===== config.mk =====
export PLATFORM = sky130hd
export DESIGN_NAME = ex_muldiv_sequencer
export DESIGN_NICKNAME = d
export VERILOG_FILES = /design/src/rtl/ex_muldiv_sequencer.sv
export SDC_FILE = /design/constraint.sdc
export NUM_CORES = 1
export LEC_CHECK = 0
export ABC_CLOCK_PERIOD_IN_PS = 5000
export BUFFER_PORTS_ARGS = -buffer_cell sky130_fd_sc_hd__buf_2
export CORE_ASPECT_RATIO = 1.1
export CORE_MARGIN = 2
export CORE_UTILIZATION = 67
export CTS_BUF_LIST = sky130_fd_sc_hd__clkbuf_2 sky130_fd_sc_hd__clkbuf_4 sky130_fd_sc_hd__clkbuf_8
export DETAILED_ROUTE_END_ITERATION = 8
export PLACE_DENSITY = 0.95
export SKIP_LAST_GASP = 1
export SLEW_MARGIN = 20
export SYNTH_ARGS = -nofsm -noshare
export SYNTH_HDL_FRONTEND = slang
export SYNTH_SLANG_ARGS = --single-unit

===== constraint.sdc =====
create_clock -name clk -period 5 [get_ports clk]
set_clock_uncertainty 0.1 [all_clocks]
set_input_delay 1 -clock clk [delete_from_list [all_inputs] [get_ports clk]]
set_output_delay 1 -clock clk [all_outputs]
set_load 0.01 [all_outputs]

===== src/rtl/ex_muldiv_sequencer.sv =====
// Iterative unsigned multiply/divide unit for the execute stage: shift-add multiply,
// restoring divide, one bit per cycle, with pipeline stall and flush handling.
module ex_muldiv_sequencer #(
    parameter int WIDTH = 32,
    parameter int CNT_W = 5
) (
    input  logic             clk,
    input  logic             rst,
    input  logic             start_i,
    input  logic [1:0]       op_i,
    input  logic [WIDTH-1:0] src_a_i,
    input  logic [WIDTH-1:0] src_b_i,
    input  logic             flush_i,
    output logic             stall_o,
    output logic             busy_o,
    output logic             done_o,
    output logic [WIDTH-1:0] result_o
);

    typedef enum logic [1:0] {
        S_IDLE,
        S_BUSY,
        S_DONE
    } state_e;

    typedef enum logic [1:0] {
        OP_MUL   = 2'b00,
        OP_MULHU = 2'b01,
        OP_DIVU  = 2'b10,
        OP_REMU  = 2'b11
    } op_e;

    state_e           state_q, state_d;
    logic [CNT_W-1:0] cnt_q, cnt_d;
    op_e              op_q, op_d;
    logic [WIDTH-1:0] acc_q, acc_d;      // product high word, or partial remainder
    logic [WIDTH-1:0] lo_q, lo_d;        // multiplier -> product low word, or dividend -> quotient
    logic [WIDTH-1:0] opd_q, opd_d;      // multiplicand, or divisor
    logic [WIDTH-1:0] result_q, result_d;

    logic             is_div;
    logic             last_iter;

    logic [WIDTH:0]   mul_sum;
    logic [WIDTH-1:0] mul_acc_nx;
    logic [WIDTH-1:0] mul_lo_nx;

    logic [WIDTH:0]   div_shift;
    logic             div_ge;
    logic [WIDTH-1:0] div_diff;
    logic [WIDTH-1:0] div_acc_nx;
    logic [WIDTH-1:0] div_lo_nx;

    logic [WIDTH-1:0] iter_acc;
    logic [WIDTH-1:0] iter_lo;
    logic [WIDTH-1:0] final_result;

    assign is_div    = op_q[1];
    assign last_iter = (cnt_q == CNT_W'(WIDTH - 1));

    // Shift-add multiply: add multiplicand into the high word when the current
    // multiplier LSB is set, then shift the {carry, high, low} chain right by one.
    assign mul_sum    = {1'b0, acc_q} + (lo_q[0] ? {1'b0, opd_q} : '0);
    assign mul_acc_nx = mul_sum[WIDTH:1];
    assign mul_lo_nx  = {mul_sum[0], lo_q[WIDTH-1:1]};

    // Restoring divide: the remainder stays below the divisor, so the WIDTH-bit
    // difference is exact whenever the WIDTH+1-bit compare allows the subtract.
    // A zero divisor always subtracts, giving an all-ones quotient and remainder = dividend.
    assign div_shift  = {acc_q, lo_q[WIDTH-1]};
    assign div_ge     = (div_shift >= {1'b0, opd_q});
    assign div_diff   = div_shift[WIDTH-1:0] - opd_q;
    assign div_acc_nx = div_ge ? div_diff : div_shift[WIDTH-1:0];
    assign div_lo_nx  = {lo_q[WIDTH-2:0], div_ge};

    assign iter_acc = is_div ? div_acc_nx : mul_acc_nx;
    assign iter_lo  = is_div ? div_lo_nx  : mul_lo_nx;

    // MUL and DIVU read the low/quotient register; MULHU and REMU read the high/remainder one.
    assign final_result = op_q[0] ? iter_acc : iter_lo;

    // NOTE: every signal gets a default before the case so no path leaves one unassigned (no latches).
    always_comb begin
        state_d  = state_q;
        cnt_d    = cnt_q;
        op_d     = op_q;
        acc_d    = acc_q;
        lo_d     = lo_q;
        opd_d    = opd_q;
        result_d = result_q;

        unique case (state_q)
            S_IDLE: begin
                if (start_i && !flush_i) begin
                    state_d = S_BUSY;
                    cnt_d   = '0;
                    op_d    = op_e'(op_i);
                    acc_d   = '0;
                    lo_d    = op_i[1] ? src_a_i : src_b_i;
                    opd_d   = op_i[1] ? src_b_i : src_a_i;
                end
            end
            S_BUSY: begin
                if (flush_i) begin
                    state_d = S_IDLE;
                end else begin
                    acc_d = iter_acc;
                    lo_d  = iter_lo;
                    cnt_d = cnt_q + 1'b1;
                    if (last_iter) begin
                        state_d  = S_DONE;
                        result_d = final_result;
                    end
                end
            end
            S_DONE: begin
                // The finishing instruction still drives start_i here; it must not retrigger.
                state_d = S_IDLE;
            end
            default: state_d = S_IDLE;
        endcase
    end

    // NOTE: state registers use non-blocking assignments so every flop samples pre-edge values.
    always_ff @(posedge clk or negedge rst) begin
        if (!rst) begin
            state_q  <= S_IDLE;
            cnt_q    <= '0;
            op_q     <= OP_MUL;
            acc_q    <= '0;
            lo_q     <= '0;
            opd_q    <= '0;
            result_q <= '0;
        end else begin
            state_q  <= state_d;
            cnt_q    <= cnt_d;
            op_q     <= op_d;
            acc_q    <= acc_d;
            lo_q     <= lo_d;
            opd_q    <= opd_d;
            result_q <= result_d;
        end
    end

    assign busy_o   = (state_q == S_BUSY);
    assign done_o   = (state_q == S_DONE);
    assign result_o = result_q;
    assign stall_o  = rst && (((state_q == S_IDLE) && start_i && !flush_i) || (state_q == S_BUSY));

endmodule


Yosys cells after proc, flatten, opt, wreduce, memory -nomap -nowiden. Cells that the tools add are included.

Bits in registers: 137. Output and inout port bits: 35. Memory bits (writable): 0. Bits in latches: 0. Memory bits (read-only): 0. Memories kept: 0. Input port bits: 70.

Magnitude comparators: 1. $mul: 0. Equal/unequal tests: 6. Shift operators: 0. Divide/modulo/power cells: 0. Reductions and logical operators: 12. Add/sub/neg operators: 3. Multiplexer cells: 20. Bitwise logic cells: 1.

Operators by type and width (count): $mux 32 (11); $pmux 32 s2 (2); $add 32x32->33 (1); $ge 33x32->1 (1); $sub 32x32->32 (1); $mux 5 (2); $pmux 5 s2 (1); $mux 2 (3); $reduce_and 3->1 (2); $add 5x1->5 const B (1); $eq 5x5->1 const B (1); $logic_and 1x1->1 (4); $ne 2x2->1 const B (2); $pmux 2 s2 (1); $reduce_and 2->1 (2); $ne 3x2->1 const B (1); $eq 2x1->1 const B (1); $eq 2x2->1 const B (1); $logic_not 2->1 (1); $reduce_bool 2->1 (1); $logic_not 1->1 (1); $logic_or 1x1->1 (1); $not 1->1 (1).

Longest topological paths before layout. Gate-level depths: netlist of the first run.

Word-level depth: 5. Depth in mapped cells: 14.

Worst setup path after synthesis of the first run. Ideal clock, no wire load.

Path kind: register to register. Start point: reg acc_q[13]. End point: reg result_q[21] (netlist: result_o[21]). Path slack: 1.900 ns. Path buffers: 1. Cell stages (with the launch flop): 13. Required time: 4.783 ns. Arrival time: 2.884 ns. Library setup time: 0.117 ns. Cells stage by stage: dfrtp_1 ha_1 buf_2 a21oi_2 a21oi_2 nand2_2 nor3b_2 o31a_4 o21ai_4 mux2_4 mux4_1 nand2_1 nand2_1.

Cells in the longest elaborated chain, start to end: 4. Elaborated cells on any way between the ends: 6. Those cells by class: 2 x add/sub; 1 x order compare; 3 x mux.

RTL lines: start, declared (RTL line 36) `logic [WIDTH-1:0] acc_q, acc_d;`; start signal, assigned (RTL line 130) `acc_q <= '0;`; start signal, assigned (RTL line 138) `acc_q <= acc_d;`; $sub 32x32->32 / $ge 33x32->1 (equally long branches) (RTL line 72, 71); $mux 32 (RTL line 73) `assign div_acc_nx = div_ge ? div_diff : div_shift[WIDTH-1:0];`; $mux 32 (*) (RTL line 76) `assign iter_acc = is_div ? div_acc_nx : mul_acc_nx;`; $mux 32 (*) (RTL line 80) `assign final_result = op_q[0] ? iter_acc : iter_lo;`; end signal, assigned (RTL line 141) `result_q <= result_d;`; end, declared (RTL line 39) `logic [WIDTH-1:0] result_q, result_d;`.

Every way passes the cells marked *; elsewhere a longest branch is shown, timed or not. A chain may end at the register's enable or synchronous reset.

Worst setup path in the final report of the first run.
Start point: reg lo_q[0]. End point: reg result_q[25] (netlist: result_o[25]).

Cells in the longest elaborated chain, start to end: 4.

RTL lines: start, declared (RTL line 37) `logic [WIDTH-1:0] lo_q, lo_d;`; start signal, assigned (RTL line 139) `lo_q <= lo_d;`; $mux 32 (RTL line 63) `assign mul_sum = {1'b0, acc_q} + (lo_q[0] ? {1'b0, opd_q} : '0);`; $add 32x32->33 (RTL line 63); $mux 32 (RTL line 76); $mux 32 (RTL line 80).

Every way passes these cells.

==> results of run 1 <==
## critical path, stage by stage (launching register included)
cell and delay [ns]:
dfrtp_1 1.02, and2_1 0.24, ha_1 0.17, inv_1 0.06, fa_1 0.37, nand2b_1 0.19
a21o_1 0.20, a21oi_1 0.22, o211ai_1 0.20, and2_2 0.25, o21ai_0 0.28, xor2_1 0.11
a21oi_1 0.21, a21oi_1 0.09, a21o_1 0.20
## path summary, 6_finish.rpt
path                        startpoint            to  slack [ns]
setup / recovery               lo_q[0]  result_o[25]        0.99
hold / removal             result_o[4]   result_o[4]        0.38
setup reg to reg               lo_q[0]  result_o[25]        0.99
hold reg to reg            result_o[4]   result_o[4]        0.38
max in group asynchronous          rst       op_q[1]        2.98
min in group asynchronous          rst     opd_q[10]        0.46
## metal layers
metal | up-vias | wire, um | global-route usage
li1 | 4932 | - | -
met1 | 5187 | 14090 | 0.5747
met2 | 800 | 15080 | 0.5722
met3 | 99 | 4584 | 0.09458
met4 | 0 | 995 | 0.1197
met5 | - | 0 | 0
## cells in the mapped netlist, drive strengths merged, types with 34 or more instances
| master | number | share of area |
|---|---|---|
| a21oi | 98 | 0.045 |
| ha | 66 | 0.074 |
| dfrtp | 137 | 0.31 |
| nor2 | 72 | 0.024 |
| clkbuf | 62 | 0.027 |
| xnor2 | 38 | 0.030 |
| a21o | 46 | 0.031 |
| nand2 | 172 | 0.058 |
| inv | 49 | 0.016 |
| o21ai | 149 | 0.068 |
| and2 | 34 | 0.019 |
| a211oi | 40 | 0.027 |
| mux2i | 80 | 0.071 |
## cells by family after synthesis
logic type                 synth area share
AOI/OAI and AO/OA                    0.2474
adders and majority gates           0.07716
xor gates and xnor gates            0.04215
muxes                               0.09746
DFF                                  0.3055
buffers and inverters               0.05531
and+or+nand+nor                      0.1750
## registers in the layout (all words and copies together), names as in the netlist
register / flops
state_q: 2
op_q: 2
opd_q: 32
result_o: 32
lo_q: 32
acc_q: 32
cnt_q: 5
## area by class of cell
cell class | instances | area (um2) | share of cell area
multi-input combinational | 1069 | 7189 | 0.5933
sequential | 137 | 3432 | 0.2832
timing repair buffer | 117 | 626.9 | 0.05173
tap | 204 | 255.2 | 0.02106
clock buffer | 18 | 247.7 | 0.02044
inverter | 49 | 183.9 | 0.01518
clock inverter | 14 | 182.7 | 0.01507
## metrics by stage
stage / total power, mW / area, um2 / worst slack (ns) / hold slack [ns] / instances
detailed placement: 6.060 / 11690 / 1.125 / 0.3663 / 1576
global route: 7.742 / 12120 / 0.8071 / 0.4264 / 1608
CTS: 7.135 / 12120 / 1.107 / 0.3780 / 1608
global placement: 5.970 / 11690 / 1.236 / 0.3589 / 1576
floorplan: 5.034 / 11220 / 1.900 / 0.3621 / 1340
finish: 7.310 / 12120 / 0.9906 / 0.3797 / 1608
## power by group through the flow
stage | registers [mW] | clock network, mW | logic (mW)
finish | 1.77 | 1.02 | 4.52
global route | 1.78 | 1.07 | 4.89
CTS | 1.74 | 1.02 | 4.38
detailed placement | 1.75 | 0 | 4.31
global placement | 1.75 | 0 | 4.22
floorplan | 1.57 | 0 | 3.47
==> flow_summary.yaml, run 1 <==
die:
  io-pin-count: 105
  coreArea_um2: 16370
  dieArea_um2: 17800
  die_w_um: 127.4
  die_h_um: 139.7
  rows: 49
  start_util: 0.6855
critical_path:
  r2r_cells: 14
  cp_data_arrival_time_ns: 4.27
  required_ns: 5.26
  end_kind: "flip-flop"
  crit_fanout: 34
  start_kind: "flip-flop"
  worst-setup-path-type: "flip-flop to flip-flop"
clock_network:
  cts_tree: "built"
  post_cts.repair.setup_buffers: 0
  cts_resized: 0
  ctsHoldBuffers: 0
  clk_latency_ns: 0.47
  cts_buffers: 17
  clock_path_buffers: 2
  root_buffer: "clkbuf_8"
  htree_levels: 4
  clk_pin_slew_ns: 0.09
  clock_sinks: 137
yosys:
  synth_ff_type: "dfrtp_1"
  synth_edf_count: 0
  ys_types: 89
  syn_nets: 1478
  synth_seq_cells: 137
  async_reset_ff_frac: 1.000
  avgSynthCellArea_um2: 8.374
  yosysWarningCount: 0
  syn_inst: 1340
  netlist_area_um2: 11220
  ys_seq_area_frac: 0.3055
route:
  routed-via-count: 11018
  dr.pass1.iters: 5
  totalWireLength_um: 34740
  final_antenna_net_count: 0
  vias_per_cell: 6.852
  routedWlPerCell_um: 21.61
  drcViolationCount: 0
  first_iter_violations: 1464
layout:
  fillCellCount: 1128
  drive_gt1_frac: 0.1446
  final_util: 0.7403
  final_cell_mix: "nand2_1 (170), dfrtp_1 (136), o21ai_0 (124)"
  n_antenna_cell: 0
  fin_nets: 1529
  syn_to_final_growth_pct: 7.995
  final_common_cell: "nand2_1"
sta:
  maxSlewHeadroom: 0.2476
  rsz0062_at_grt: "false"
  max_freq_ghz: 0.2494
  hold_violations: 0
  finalCritPeriodShare: 0.8019
  fin_crit_ns: 4.009
  worst_pin_slew_ns: 1.129
  setup_viol: 0
  maxSlewViolCount: 0
  fin_setup_tns_ns: 0
grt:
  grt_pass1_wl_um: 54630
  grtUsageTotal: 0.3909
  grt_overflow_total: 0
  grt_max_degree: 93
  grt_pass1_vias: 10185
  grt_antenna_before_repair: 0
place:
  gp_congestion: 1.039
  dp_hpwl_um: 24710
  io_buffers: 104
flow_run:
  drv_cap: 0
pwr:
  netSwitchingFraction: 0.5004
  p_int_mw: 3.652
  p_seq_frac: 0.242
  p_switching_mw: 3.658
  leakagePower_nw: 5.880
  vdd_drop_max_mv: 0.3403
  pwr-share-comb: 0.618
  clkPwrFrac: 0.140
  powerDensity_nw_per_um2: 603.2
outcome:
  status: "completed"
worst_hold_path:
  hold_path_class: "flip-flop to flip-flop"
  worstHoldPathCells: 2
Power figures use the tool's default switching activity.
==> run 2, diff against run 1 <==
- ABC_CLOCK_PERIOD_IN_PS: 5000 -> 3800
- CORE_UTILIZATION: 67 -> 63
- PLACE_DENSITY: 0.95 -> 0.92
- clock period: 5 -> 3.8 ns (I/O delays scaled with it)
==> flow_summary.yaml, run 2 (synthesized netlist as in run 1, its figures left out) <==
die:
  rows: 51
  dieArea_um2: 18900
  coreArea_um2: 17550
  start_util: 0.6394
  die_w_um: 131.2
  die_h_um: 144.0
  io-pin-count: 105
sta:
  fin_crit_ns: 3.708
  fin_setup_tns_ns: 0
  maxSlewViolCount: 0
  finalCritPeriodShare: 0.9758
  max_freq_ghz: 0.2697
  hold_violations: 0
  rsz0062_at_grt: "false"
  maxSlewHeadroom: 0.4201
  worst_pin_slew_ns: 0.8699
  setup_viol: 0
layout:
  syn_to_final_growth_pct: 10.77
  ff_latch_area_um2: 3432
  n_antenna_cell: 0
  fillCellCount: 1284
  multi_input_comb_area_um2: 7196
  final_cell_mix: "nand2_1 (170), dfrtp_1 (136), o21ai_0 (124)"
  final_common_cell: "nand2_1"
  stdcell_area_um2: 12430
  drive_gt1_frac: 0.1674
  fin_nets: 1566
critical_path:
  slowest_stage: "mux4_1"
  cpMostUsedCell: "nand2_1"
  r2r-end: "result_o[21]"
  r2r-start: "lo_q[0]"
  r2r_cells: 13
  end_kind: "flip-flop"
  worst-setup-path-type: "flip-flop to flip-flop"
  crit_fanout: 28
  required_ns: 4.06
  start_kind: "flip-flop"
  critPathMaxStageDelay_ns: 0.54
  worstPathCellList: "buf_12 -> and2_1 -> ha_1 -> nand2_1 -> o21ai_0 -> a21oi_1 -> o31a_1 -> and2_2 -> buf_4 -> xnor2_1 -> mux4_1 -> nand2_1 -> nand2_1"
  regToRegSetupSlack_ns: 0.09
  cp_data_arrival_time_ns: 3.97
pwr:
  vdd_drop_max_mv: 0.4088
  p_int_mw: 4.849
  pwr-share-comb: 0.640
  powerDensity_nw_per_um2: 772.7
  netSwitchingFraction: 0.4951
  p_seq_frac: 0.237
  clkPwrFrac: 0.123
  leakagePower_nw: 6.043
  p_switching_mw: 4.755
grt:
  grtUsageTotal: 0.3676
  grt_overflow_total: 0
  grt_pass1_wl_um: 54740
  grt_pass1_vias: 10388
  grt_max_degree: 81
  grt_antenna_before_repair: 0
clock_network:
  cts_tree: "built"
  clk_latency_ns: 0.48
  ctsHoldBuffers: 0
  root_buffer: "clkbuf_8"
  clk_pin_slew_ns: 0.10
  clock_sinks: 137
  clock_path_buffers: 2
  htree_levels: 4
  cts_buffers: 17
flow_run:
  drv_cap: 0
route:
  routedWlPerCell_um: 20.72
  first_iter_violations: 1341
  dr.pass1.iters: 7
  drcViolationCount: 0
  final_antenna_net_count: 0
  totalWireLength_um: 34780
  routed-via-count: 11189
  vias_per_cell: 6.668
place:
  io_buffers: 104
  dp_hpwl_um: 25590
  place_area_um2: 12050
  gp_congestion: 1.017
outcome:
  status: "completed"
worst_hold_path:
  hold_path_class: "input pin to async pin"
## run 2: metrics by stage
step | utilization | hold WS, ns | cells | setup WS, ns | power [mW]
after CTS | 0.7077 | 0.1387 | 1678 | 0.1393 | 9.397
after detailed placement | 0.6864 | 0.3746 | 1647 | 0.2019 | 8.147
final | 0.7083 | 0.1364 | 1678 | 0.09214 | 9.605
after floorplan | - | 0.3621 | 1340 | 0.6998 | 6.623
after global placement | 0.6864 | 0.3568 | 1647 | 0.3046 | 8.015
after global routing | 0.7083 | 0.1595 | 1678 | 0.01220 | 10.21
## run 2: worst max path at each step
stage,from,to,slack [ns],cells after the start
global route,lo_q[31],result_o[28],0.01,14
global placement,lo_q[31],result_o[28],0.30,14
CTS,lo_q[31],result_o[28],0.14,14
floorplan,acc_q[13],result_o[21],0.70,12
detailed placement,lo_q[31],result_o[28],0.20,14
finish,lo_q[0],result_o[21],0.09,13
## run 2: worst max-delay path: cells and delay by family, from the launching register on
kind                       cells  cell delay, ns
DFF                            1            0.45
and+or+nand+nor                5            0.73
AOI/OAI and AO/OA              3            0.83
xor gates and xnor gates       1            0.19
muxes                          1            0.54
adders and majority gates      1            0.41
buffers and inverters          2            0.33
## run 2: layout make-up
| class | count | area share |
|---|---|---|
| clock inverter | 14 | 0.01127 |
| timing repair buffer | 154 | 0.07610 |
| inverter | 49 | 0.01480 |
| clock buffer | 17 | 0.01882 |
| multi-input combinational | 1069 | 0.5789 |
| sequential | 137 | 0.2761 |
| tap | 238 | 0.02396 |
## run 2: repair_timing
item / 4_1_cts / 5_1_grt
buffers inserted: 0 / 0
endpoints found under the setup margin: 0 / 5
hold endpoints to repair: 0 / 0
gates resized for setup: 0 / 2
## run 2: metal layers
layer | routed length, um | GRT usage
met1 | 13510 | 0.4886
met2 | 15610 | 0.5789
met3 | 3967 | 0.07220
met4 | 1687 | 0.1854
met5 | 0 | 0
## run 2: power groups by stage
stage / clock, mW / sequential, mW / combinational, mW
global route: 1.24 / 2.30 / 6.66
detailed placement: 0 / 2.28 / 5.87
floorplan: 0 / 2.06 / 4.56
CTS: 1.19 / 2.25 / 5.96
global placement: 0 / 2.25 / 5.76
finish: 1.18 / 2.28 / 6.15
